===== src/rtl/thunderbird_taillight_ctrl.sv =====
// Thunderbird-style sequential tail-light controller: a divided-down tick steps
// a small lamp FSM through left/right sweeps and a hazard flash.
module thunderbird_taillight_ctrl #(
  parameter int MAX_COUNT   = 1000,
  parameter int SYSTEM_FREQ = 12500,
  parameter int HZ          = 8
) (
  input  logic [7:0] io_in,
  output logic [7:0] io_out
);

  localparam int RAW_PERIOD = SYSTEM_FREQ / HZ;
  localparam int MIN_PERIOD = (RAW_PERIOD < MAX_COUNT) ? RAW_PERIOD : MAX_COUNT;
  localparam int PERIOD     = (MIN_PERIOD < 1) ? 1 : MIN_PERIOD;
  localparam int CW         = ($clog2(PERIOD) < 1) ? 1 : $clog2(PERIOD);
  localparam logic [CW-1:0] LAST = CW'(PERIOD - 1);

  typedef enum logic [2:0] {IDLE, L1, L2, L3, R1, R2, R3, HAZ} state_t;

  logic          clk;
  logic          rst_n;
  logic          unused_io;
  logic [CW-1:0] count;
  logic          tick;
  logic [2:0]    sync1;
  logic [2:0]    sync2;
  logic          left_s;
  logic          right_s;
  logic          haz_s;
  state_t        state;
  state_t        nxt;
  logic [5:0]    lamps;

  assign clk       = io_in[0];
  assign rst_n     = io_in[1];
  assign unused_io = &{1'b0, io_in[7:5]};

  // Lamp bits in io_out order: {LC, LB, LA, RC, RB, RA}.
  function automatic logic [5:0] lamps_of(input state_t s);
    case (s)
      L1:      lamps_of = 6'b001_000;
      L2:      lamps_of = 6'b011_000;
      L3:      lamps_of = 6'b111_000;
      R1:      lamps_of = 6'b000_001;
      R2:      lamps_of = 6'b000_011;
      R3:      lamps_of = 6'b000_111;
      HAZ:     lamps_of = 6'b111_111;
      default: lamps_of = 6'b000_000;
    endcase
  endfunction

  assign tick = (count == LAST);

  // NOTE: sequential state uses non-blocking (<=) so every flop samples pre-edge values.
  always_ff @(posedge clk or negedge rst_n) begin
    if (!rst_n) begin
      count <= '0;
    end else if (tick) begin
      count <= '0;
    end else begin
      count <= count + 1'b1;
    end
  end

  // Two-flop synchronizer on {haz, right, left}.
  always_ff @(posedge clk or negedge rst_n) begin
    if (!rst_n) begin
      sync1 <= '0;
      sync2 <= '0;
    end else begin
      sync1 <= io_in[4:2];
      sync2 <= sync1;
    end
  end

  assign left_s  = sync2[0];
  assign right_s = sync2[1];
  assign haz_s   = sync2[2];

  // NOTE: the default assignment first keeps this combinational block latch-free.
  always_comb begin
    nxt = state;
    if (tick) begin
      case (state)
        IDLE: begin
          if (haz_s || (left_s && right_s)) nxt = HAZ;
          else if (left_s)                  nxt = L1;
          else if (right_s)                 nxt = R1;
          else                              nxt = IDLE;
        end
        L1:      nxt = haz_s ? HAZ : L2;
        L2:      nxt = haz_s ? HAZ : L3;
        L3:      nxt = haz_s ? HAZ : IDLE;
        R1:      nxt = haz_s ? HAZ : R2;
        R2:      nxt = haz_s ? HAZ : R3;
        R3:      nxt = haz_s ? HAZ : IDLE;
        default: nxt = IDLE;
      endcase
    end
  end

  // Lamps are registered alongside the state so io_out never sees input glitches.
  always_ff @(posedge clk or negedge rst_n) begin
    if (!rst_n) begin
      state <= IDLE;
      lamps <= '0;
    end else begin
      state <= nxt;
      lamps <= lamps_of(nxt);
    end
  end

  assign io_out = {2'b00, lamps};

endmodule


===== config.mk =====
export PLATFORM = sky130hd
export DESIGN_NAME = thunderbird_taillight_ctrl
export DESIGN_NICKNAME = d
export VERILOG_FILES = /design/src/rtl/thunderbird_taillight_ctrl.sv
export SDC_FILE = /design/constraint.sdc
export NUM_CORES = 1
export LEC_CHECK = 0
export BUFFER_PORTS_ARGS = -buffer_cell sky130_fd_sc_hd__buf_2
export CAP_MARGIN = 20
export CORE_MARGIN = 4
export CORE_UTILIZATION = 45
export CTS_BUF_LIST = sky130_fd_sc_hd__clkbuf_16
export DETAILED_ROUTE_END_ITERATION = 10
export HOLD_SLACK_MARGIN = 0.03
export MAX_ROUTING_LAYER = met4
export PLACE_DENSITY_LB_ADDON = 0.08
export SLEW_MARGIN = 20
export SYNTH_ARGS = -nofsm -noshare
export SYNTH_HDL_FRONTEND = slang
export SYNTH_SLANG_ARGS = --single-unit

===== constraint.sdc =====
create_clock -name io_in -period 2.4 [get_ports io_in]
set_input_delay 0.24 -clock io_in [delete_from_list [all_inputs] [get_ports io_in]]
set_output_delay 0.24 -clock io_in [all_outputs]
set_load 0.005 [all_outputs]

Word level (Yosys, flattened, before mapping)
Cells that the tools add are included.

Add/subtract/negate cells: 1. Equal/unequal tests: 14. Muxes and demuxes: 12. Reductions and logical operators: 4.

Operators by type and width (number): 6-bit one-hot mux with 7 select lines (1); 3-bit == test, second input constant (7); 3-bit two-way mux (7); 3-bit one-hot mux with 6 select lines (1); 3-bit by 2-bit == test with 1-bit output, second input constant (4); 10-bit by 1-bit adder with 10-bit output, second input constant (1); 10-bit == test, second input constant (1); 10-bit two-way mux (1); 3-bit by 1-bit == test with 1-bit output, second input constant (2); 3-bit logical NOT (1); 2-bit two-way mux (1); 2-bit OR reduction (1); 1-bit logical AND (1); 1-bit logical OR (1); 1-bit two-way mux (1).

Register bits: 25. Input port bits: 8. Output and inout port bits: 8. Logic and storage cells: 36.

Depth between registers and ports, before layout
Gate-level depths: netlist of the first run.

Depth after elaboration: 7. Gate-level depth with buffers: 6.

Least setup slack after synthesis of the first run
Ideal clock, no wire load.

Path type: flip-flop to flip-flop. Start point: reg count[0]. End point: reg lamps[3]. Arrival time: 1.694 ns. Setup slack: 0.580 ns. Stages on the path, launching flop included: 7. Path buffers: 0. Cells stage by stage: dfrtp_1 > ha_1 > nand4b_1 > nor3_4 > mux2i_2 > inv_2 > maj3_2.

Longest elaborated chain between the ends: 4. Elaborated cells between the ends (all ways): 10. Classes of those cells: eq/ne: 8; mux: 2.

RTL lines: start: declaration (line 23) `logic [CW-1:0] count;`; start signal: assignment (line 61) `count <= count + 1'b1;`; 10-bit == test * (line 52) `assign tick = (count == LAST);`; 3-bit two-way mux * (line 83) `if (tick) begin`; via nxt[0] (line 31) `state_t nxt;`; 3-bit == test (tied with other cells) (line 40) `case (s)`; 6-bit one-hot mux with 7 select lines * (line 40); end signal: assignment (line 109) `lamps <= lamps_of(nxt);`; end: declaration (line 32) `logic [5:0] lamps;`.

The timed path passes the listed nets; every way through them passes the cells marked *.

Worst setup path in the final report of the first run
Same ends and word-level chain as after synthesis.

==> metrics.txt, run 1 <==
Worst Path Required 2540 ps; area of the mapped netlist 1060 um2; worst-path maximum fanout 7; CP max stage cell dfrtp_1; critical-path cell list ha_1 -> nand4b_1 -> nor3_4 -> mux2i_2 -> inv_2 -> maj3_2; Max Freq 501 MHz; starting density of the core 47.3%; violated checks negative hold slack; most frequent cells in the layout dfrtp_1 (25), nor2_1 (10), nand2_1 (9); pwr dens 966 nW/um2; n_diodes 0; crit path DAT 2140 ps; MaxCap Viol Count 0; hold_buf cts 0; GRT met2 Usage 15.8%; first-pass GRT wire length 3080 um; GR peak layer met4; Post-Route Setup TNS 0 ps; initial antenna violation count 0; ys async rst share 100%; yosys warns 0; outcome finished, violations left; grt ovf 0; Post-CTS Setup Bufs 0; die height 56.5 um; critical path's largest stage delay 380 ps; top cell family by delay on the critical path adder cells; Tmin final 2000 ps; most common cell after layout, fill and taps aside dfrtp_1; largest net degree at the start of global routing 16; M1 GR Usage 13.8%; WL final 1790 um; Total GRT Usage 14.5%; die width 56.5 um; DRT iter0 DRCs 18; port buffer count 6; #FFs+latches synth 25; leak pwr 0.597 nW; Worst Setup Start Kind flop; CTS resizes 0; clock slew seen by the registers of the worst setup and hold paths 60 ps; Crit Path Class flop to flop; fin crit share 83.2%; final setup vio count 0; io pins 16; vias per inst 5.21; Final Hold Fails 28; RSZ-0062 raised after global routing false; syn avg cell area 11.1 um2; # fillers 188; Placed Instances 128; Hold WS -318 ps; number of synthesized flops with an enable pin 0; P&R area growth vs syn 21.1%; Post-Layout Cell Count 136; Slew Limit Fails 0; M3 GR Usage 10.8%; GPL Wtd Cong 0.737; Gate Count Post-Synth 95; ys flop type dfrtp_1; Crit path buffers/inverters 1; Std-Cell Rows 17; dpl hpwl 1220 um; die area 3190 um2; Nets 117; Max VDD drop 0.583 mV; DR vias 709; layout cells sized above 1 19.4%; Setup crit end kind flop; worst hold path type clock port to async pin; FF+latch area 626 um2; CTS tree yes; Multi-input gate area 398 um2; latest clock arrival within the worst-skew pair 260 ps; Core ar. 2230 um2; Setup Skew 1.97 ps; utilization after layout 57.3%; wire per inst 13.2 um; sequential fraction of the synthesis area 59.2%; Routed Antenna Nets 0; Distinct cells, synth 34; drt first pass iters 4; residual DRC count 0; number of global-route vias before repair 768
==> metal layers <==
layer / share of wire (%) / wire length [um]
met4: 5.1 / 91
met1: 45 / 808
met2: 42 / 743
met3: 8.2 / 147
met5: 0 / 0
==> metrics by stage <==
step | cell area (um2) | total power [W] | setup slack [ps]
final | 1280 | 0.00124 | 403
after global routing | 1280 | 0.00133 | 278
after floorplan | 1060 | 0.000433 | 580
after global placement | 1110 | 0.000431 | 465
after detailed placement | 1110 | 0.000431 | 391
after CTS | 1280 | 0.00128 | 388
==> state kept, by name (all words and copies together), names as in the netlist <==
register	cells
count	10
sync2	3
lamps	6
state	3
sync1	3
==> worst paths after layout <==
check                          from  endpoint  slack, ps  cells past startpoint
setup reg to reg           count[0]  lamps[3]        400                      6
max in group asynchronous  io_in[1]  count[7]       2610                      2
setup / recovery           count[0]  lamps[3]        400                      6
hold reg to reg            sync1[1]  sync2[1]        350                      0
hold / removal             io_in[1]  lamps[4]       -320                      2
min in group io_in         io_in[3]  sync1[1]       -230                      0
==> report_power, final <==
group | internal, W | total, W | switching, W
Combinational | 0 | 0.000000755 | 0.000000754
Clock | 0.000462 | 0.000816 | 0.000354
Sequential | 0.000420 | 0.000420 | 0
Total | 0.000882 | 0.00124 | 0.000355
==> cells in the mapped netlist, types with 2 or more instances <==
cell type	number	area, um2
a21o_2	2	17.5
a21oi_1	5	25.0
and4_1	2	17.5
buf_4	2	15.0
dfrtp_1	25	626
inv_1	5	18.8
nand2_1	9	33.8
nand3_1	5	25.0
nor2_1	10	37.5
o21ai_0	2	10.0
xnor2_1	4	35.0
xor2_1	2	17.5
==> worst reg2reg max path, delay by kind of cell (launching register included) <==
family                     cells  cell delay, ps
muxes                          1             350
and+or+nand+nor                2             540
buffers and inverters          1              60
adders and majority gates      2             550
DFF                            1             380
==> cells by family (layout without fill, tap and decap cells) <==
family | Yosys count | count (layout) | synth area share [%]
AOI/OAI and AO/OA | 16 | 16 | 10.3
DFF | 25 | 25 | 59.2
buffers and inverters | 8 | 20 | 3.55
muxes | 1 | 1 | 1.30
xor gates and xnor gates | 6 | 6 | 4.97
other | 1 | 2 | 0.355
adders and majority gates | 2 | 2 | 2.25
and+or+nand+nor | 36 | 36 | 18.1
==> cell type report <==
cell class                      count  area share [%]
Clock buffer                        6            11.7
Clock inverter                      2            1.47
Multi-Input combinational cell     63            31.1
Sequential cell                    25            48.9
Tap cell                           28            2.74
Inverter                            6            1.76
Timing Repair Buffer                6            2.35
No activity file was read; power rests on OpenSTA's default activity.
==> run 2, diff against run 1 <==
--- a/config.mk
+++ b/config.mk
@@ -5,6 +5,7 @@
 export SDC_FILE = /design/constraint.sdc
 export NUM_CORES = 1
 export LEC_CHECK = 0
+export ABC_AREA = 1
 export BUFFER_PORTS_ARGS = -buffer_cell sky130_fd_sc_hd__buf_2
 export CAP_MARGIN = 20
 export CORE_MARGIN = 4
==> constraint.sdc (replaced) <==
create_clock -name io_in -period 1.7 [get_ports io_in]
set_input_delay 0.17 -clock io_in [delete_from_list [all_inputs] [get_ports io_in]]
set_output_delay 0.17 -clock io_in [all_outputs]
set_load 0.005 [all_outputs]
==> run 2 against run 1 <==
Compared with the run above:
- the run still ends with negative hold slack left
- via count up 21%
- sequential cell count stayed put
- total power up 40%
- setup slack worse by 240 ps
- first-iteration DRC count grew 5.6%
- cell count rose by 24%
- non-clock buffer count grew 1
- clock-buffer cell count is the same
- die area is 6.0% higher
- worst hold slack improved by 1.7 ps
- highest routed layer unchanged
==> metrics.txt, run 2 <==
R2R Path End lamps[3]; fin crit share 90.2% (+7.1 points); pwr dens 1280 nW/um2 (+32%); drt first pass iters 5 (+1); Max VDD drop 0.996 mV (+71%); leading post-synthesis cells by cell area dfrtp_1 (55%), nand2_1 (10%), nand3_1 (4.4%), inv_1 (4.3%), nor2_1 (3.7%); Crit Path Class flop to flop; clock slew seen by the registers of the worst setup and hold paths 60 ps (about the same); Placed Instances 161 (+26%); part of the power in combinational logic 0.1% (about the same); Sequential Power Share 34.3% (+0.4 points); leading area contributor after synthesis dfrtp_1; layout cells sized above 1 19.9% (+0.41 points); Reg2Reg Launch Point count[0]; Post-CTS Setup Bufs 0 (unchanged); ys async rst share 100% (unchanged); MaxCap Viol Count 0 (unchanged); GPL Wtd Cong 0.777 (+5.5%); die area 3380 um2 (+6.0%); final setup vio count 0 (unchanged); number of global-route vias before repair 933 (+21%); most frequent cells in the layout nand2_1 (30), dfrtp_1 (25), inv_1 (14); Setup crit end kind flop; R2R Setup Slk 170 ps (-240 ps); reg2reg path depth 11 (+5); Distinct cells, synth 25 (-26%); leak pwr 0.591 nW (-1.1%); first-pass GRT wire length 3590 um (+17%); Gate Count Post-Synth 128 (+35%); outcome finished, violations left; switch share 28.3% (-0.38 points); post-synth top area share 55.3% (-3.9 points); Post-Layout Cell Count 169 (+24%); number of synthesized flops with an enable pin 0 (unchanged); Multi-input gate area 425 um2 (+6.9%); #FFs+latches synth 25 (unchanged); die width 58.1 um (+2.9%); max reg flops 10 (unchanged); critical-path cell list ha_1 -> nand2_1 -> inv_1 -> nand2_1 -> nor2_1 -> nand3_2 -> nand2_1 -> nand2_4 -> inv_1 -> o21ai_1 -> nand2_1; Std-Cell Rows 17 (unchanged); ys flop type dfrtp_1; Final Hold Fails 28 (unchanged); Nets 150 (+28%); io pins 16 (unchanged); syn avg cell area 8.84 um2 (-21%); DRT iter0 DRCs 19 (+1); Top Registers count: 10 flops, lamps: 6 flops; violated checks negative hold slack; port buffer count 6 (unchanged); largest net degree at the start of global routing 16 (unchanged); WL final 2030 um (+13%); Max Freq 652 MHz (+30%); # fillers 212 (+13%); Worst Path Required 1850 ps (-690 ps); FF+latch area 626 um2 (unchanged); Final Power 0.00173 W (+40%); top-count cell post-synth nand2_1; yosys warns 0 (unchanged); Hold WS -316 ps (+1.74 ps); DR vias 861 (+21%); CTS tree yes; die height 58.1 um (+2.9%); Worst Setup Start Kind flop; RSZ-0062 raised after global routing false; Top reg by flops count; Setup Skew 2.24 ps (+0.275 ps); P&R area growth vs syn 19.7%; Tmin final 1530 ps (-462 ps); critical path's largest stage delay 390 ps (about the same); commonest cells in the netlist nand2_1 (30), dfrtp_1 (25), inv_1 (13); P_int 0.00124 W (+41%); starting density of the core 49.2% (+1.9 points); vias per inst 5.09 (-2.3%); area of the mapped netlist 1130 um2 (+7.0%); Slew Limit Fails 0 (unchanged); grt ovf 0 (unchanged); Clk pwr share 65.7% (-0.3 points); worst hold path type clock port to async pin; most common cell after layout, fill and taps aside nand2_1; n_diodes 0 (unchanged); wire per inst 12.0 um (-8.7%); residual DRC count 0 (unchanged); Routed Antenna Nets 0 (unchanged); CP max stage cell dfrtp_1; Total GRT Usage 16.1% (+1.7 points); Post-Route Setup TNS 0 ps (unchanged); initial antenna violation count 0 (unchanged); latest clock arrival within the worst-skew pair 260 ps (about the same); crit path DAT 1680 ps (-460 ps); most frequent CP cell nand2_1; Core ar. 2300 um2 (+2.9%); worst-path maximum fanout 6 (-1); sequential fraction of the synthesis area 55.3% (-3.9 points); dpl hpwl 1450 um (+19%); P_sw 0.000490 W (+38%)
[run 2: changes by cell type after synthesis, moves of 3 or more]
cell / delta
nand2_2: +4
nand3_1: +5
nand2_1: +21
inv_1: +8
xnor2_1: -4
nor3_1: +3
[run 2: cells by family after synthesis]
logic type | Yosys count | synth area share, %
AO/OA/AOI/OAI | 12 | 5.64
XOR/XNOR | 2 | 1.55
adder cells (fa/ha/maj) | 1 | 1.11
buffers and inverters | 20 | 7.41
flip-flops | 25 | 55.3
other | 1 | 0.332
AND/OR/NAND/NOR | 67 | 28.7
[run 2: worst max path at each step]
| stage | from | endpoint | slack, ps | cells past startpoint |
|---|---|---|---|---|
| floorplan | count[0] | lamps[3] | 290 | 10 |
| global placement | count[0] | lamps[3] | 200 | 10 |
| detailed placement | count[0] | lamps[3] | 140 | 10 |
| CTS | count[0] | lamps[3] | 130 | 10 |
| global route | count[0] | lamps[3] | 0.2 | 10 |
| finish | count[0] | lamps[3] | 170 | 11 |
[run 2: power by group through the flow]
stage | Clock, W | Combinational, W | Sequential, W
final | 0.00114 | 0.00000117 | 0.000593
after global routing | 0.00125 | 0.00000142 | 0.000592
after CTS | 0.00121 | 0.000000953 | 0.000592
after detailed placement | 0 | 0.000000953 | 0.000607
after global placement | 0 | 0.000000953 | 0.000607
after floorplan | 0 | 0.00000429 | 0.000607
[run 2: metrics by stage]
step                      instance area [um2]  setup WS [ps]  util [%]
after floorplan                          1130            288         -
after global placement                   1190            197      51.7
after detailed placement                 1190            136      51.7
after CTS                                1350            130      58.9
after global routing                     1350          0.196      58.9
final                                    1350            166      58.9
[run 2: final cells by class]
type / count / share of cell area [%]
clock buffers: 6 / 11.1
repair buffers: 7 / 2.77
well taps: 28 / 2.59
clock inverters: 2 / 1.11
inverters: 17 / 4.81
multi-input cells: 84 / 31.4
flip-flops and latches: 25 / 46.2
[run 2: timing repair]
action,4_1_cts,5_1_grt
gates resized for setup,0,1
hold buffers,0,0
endpoints found under the setup margin,0,1
[run 2: critical path, delay by kind of cell, from the launching register on]
| family | cells | cell delay [ps] |
|---|---|---|
| fa+ha+maj | 1 | 210 |
| compound gates | 1 | 60 |
| flops | 1 | 390 |
| buf+inv | 2 | 100 |
| simple gates | 7 | 680 |
[run 2: per-layer routing]
layer / GRT usage, % / vias to the layer above / share of wire, %
met5: - / - / 0
met4: 21.9 / 0 / 4.5
met3: 10.0 / 9 / 6.9
met2: 21.1 / 25 / 49
met1: 13.2 / 407 / 39
li1: - / 420 / -
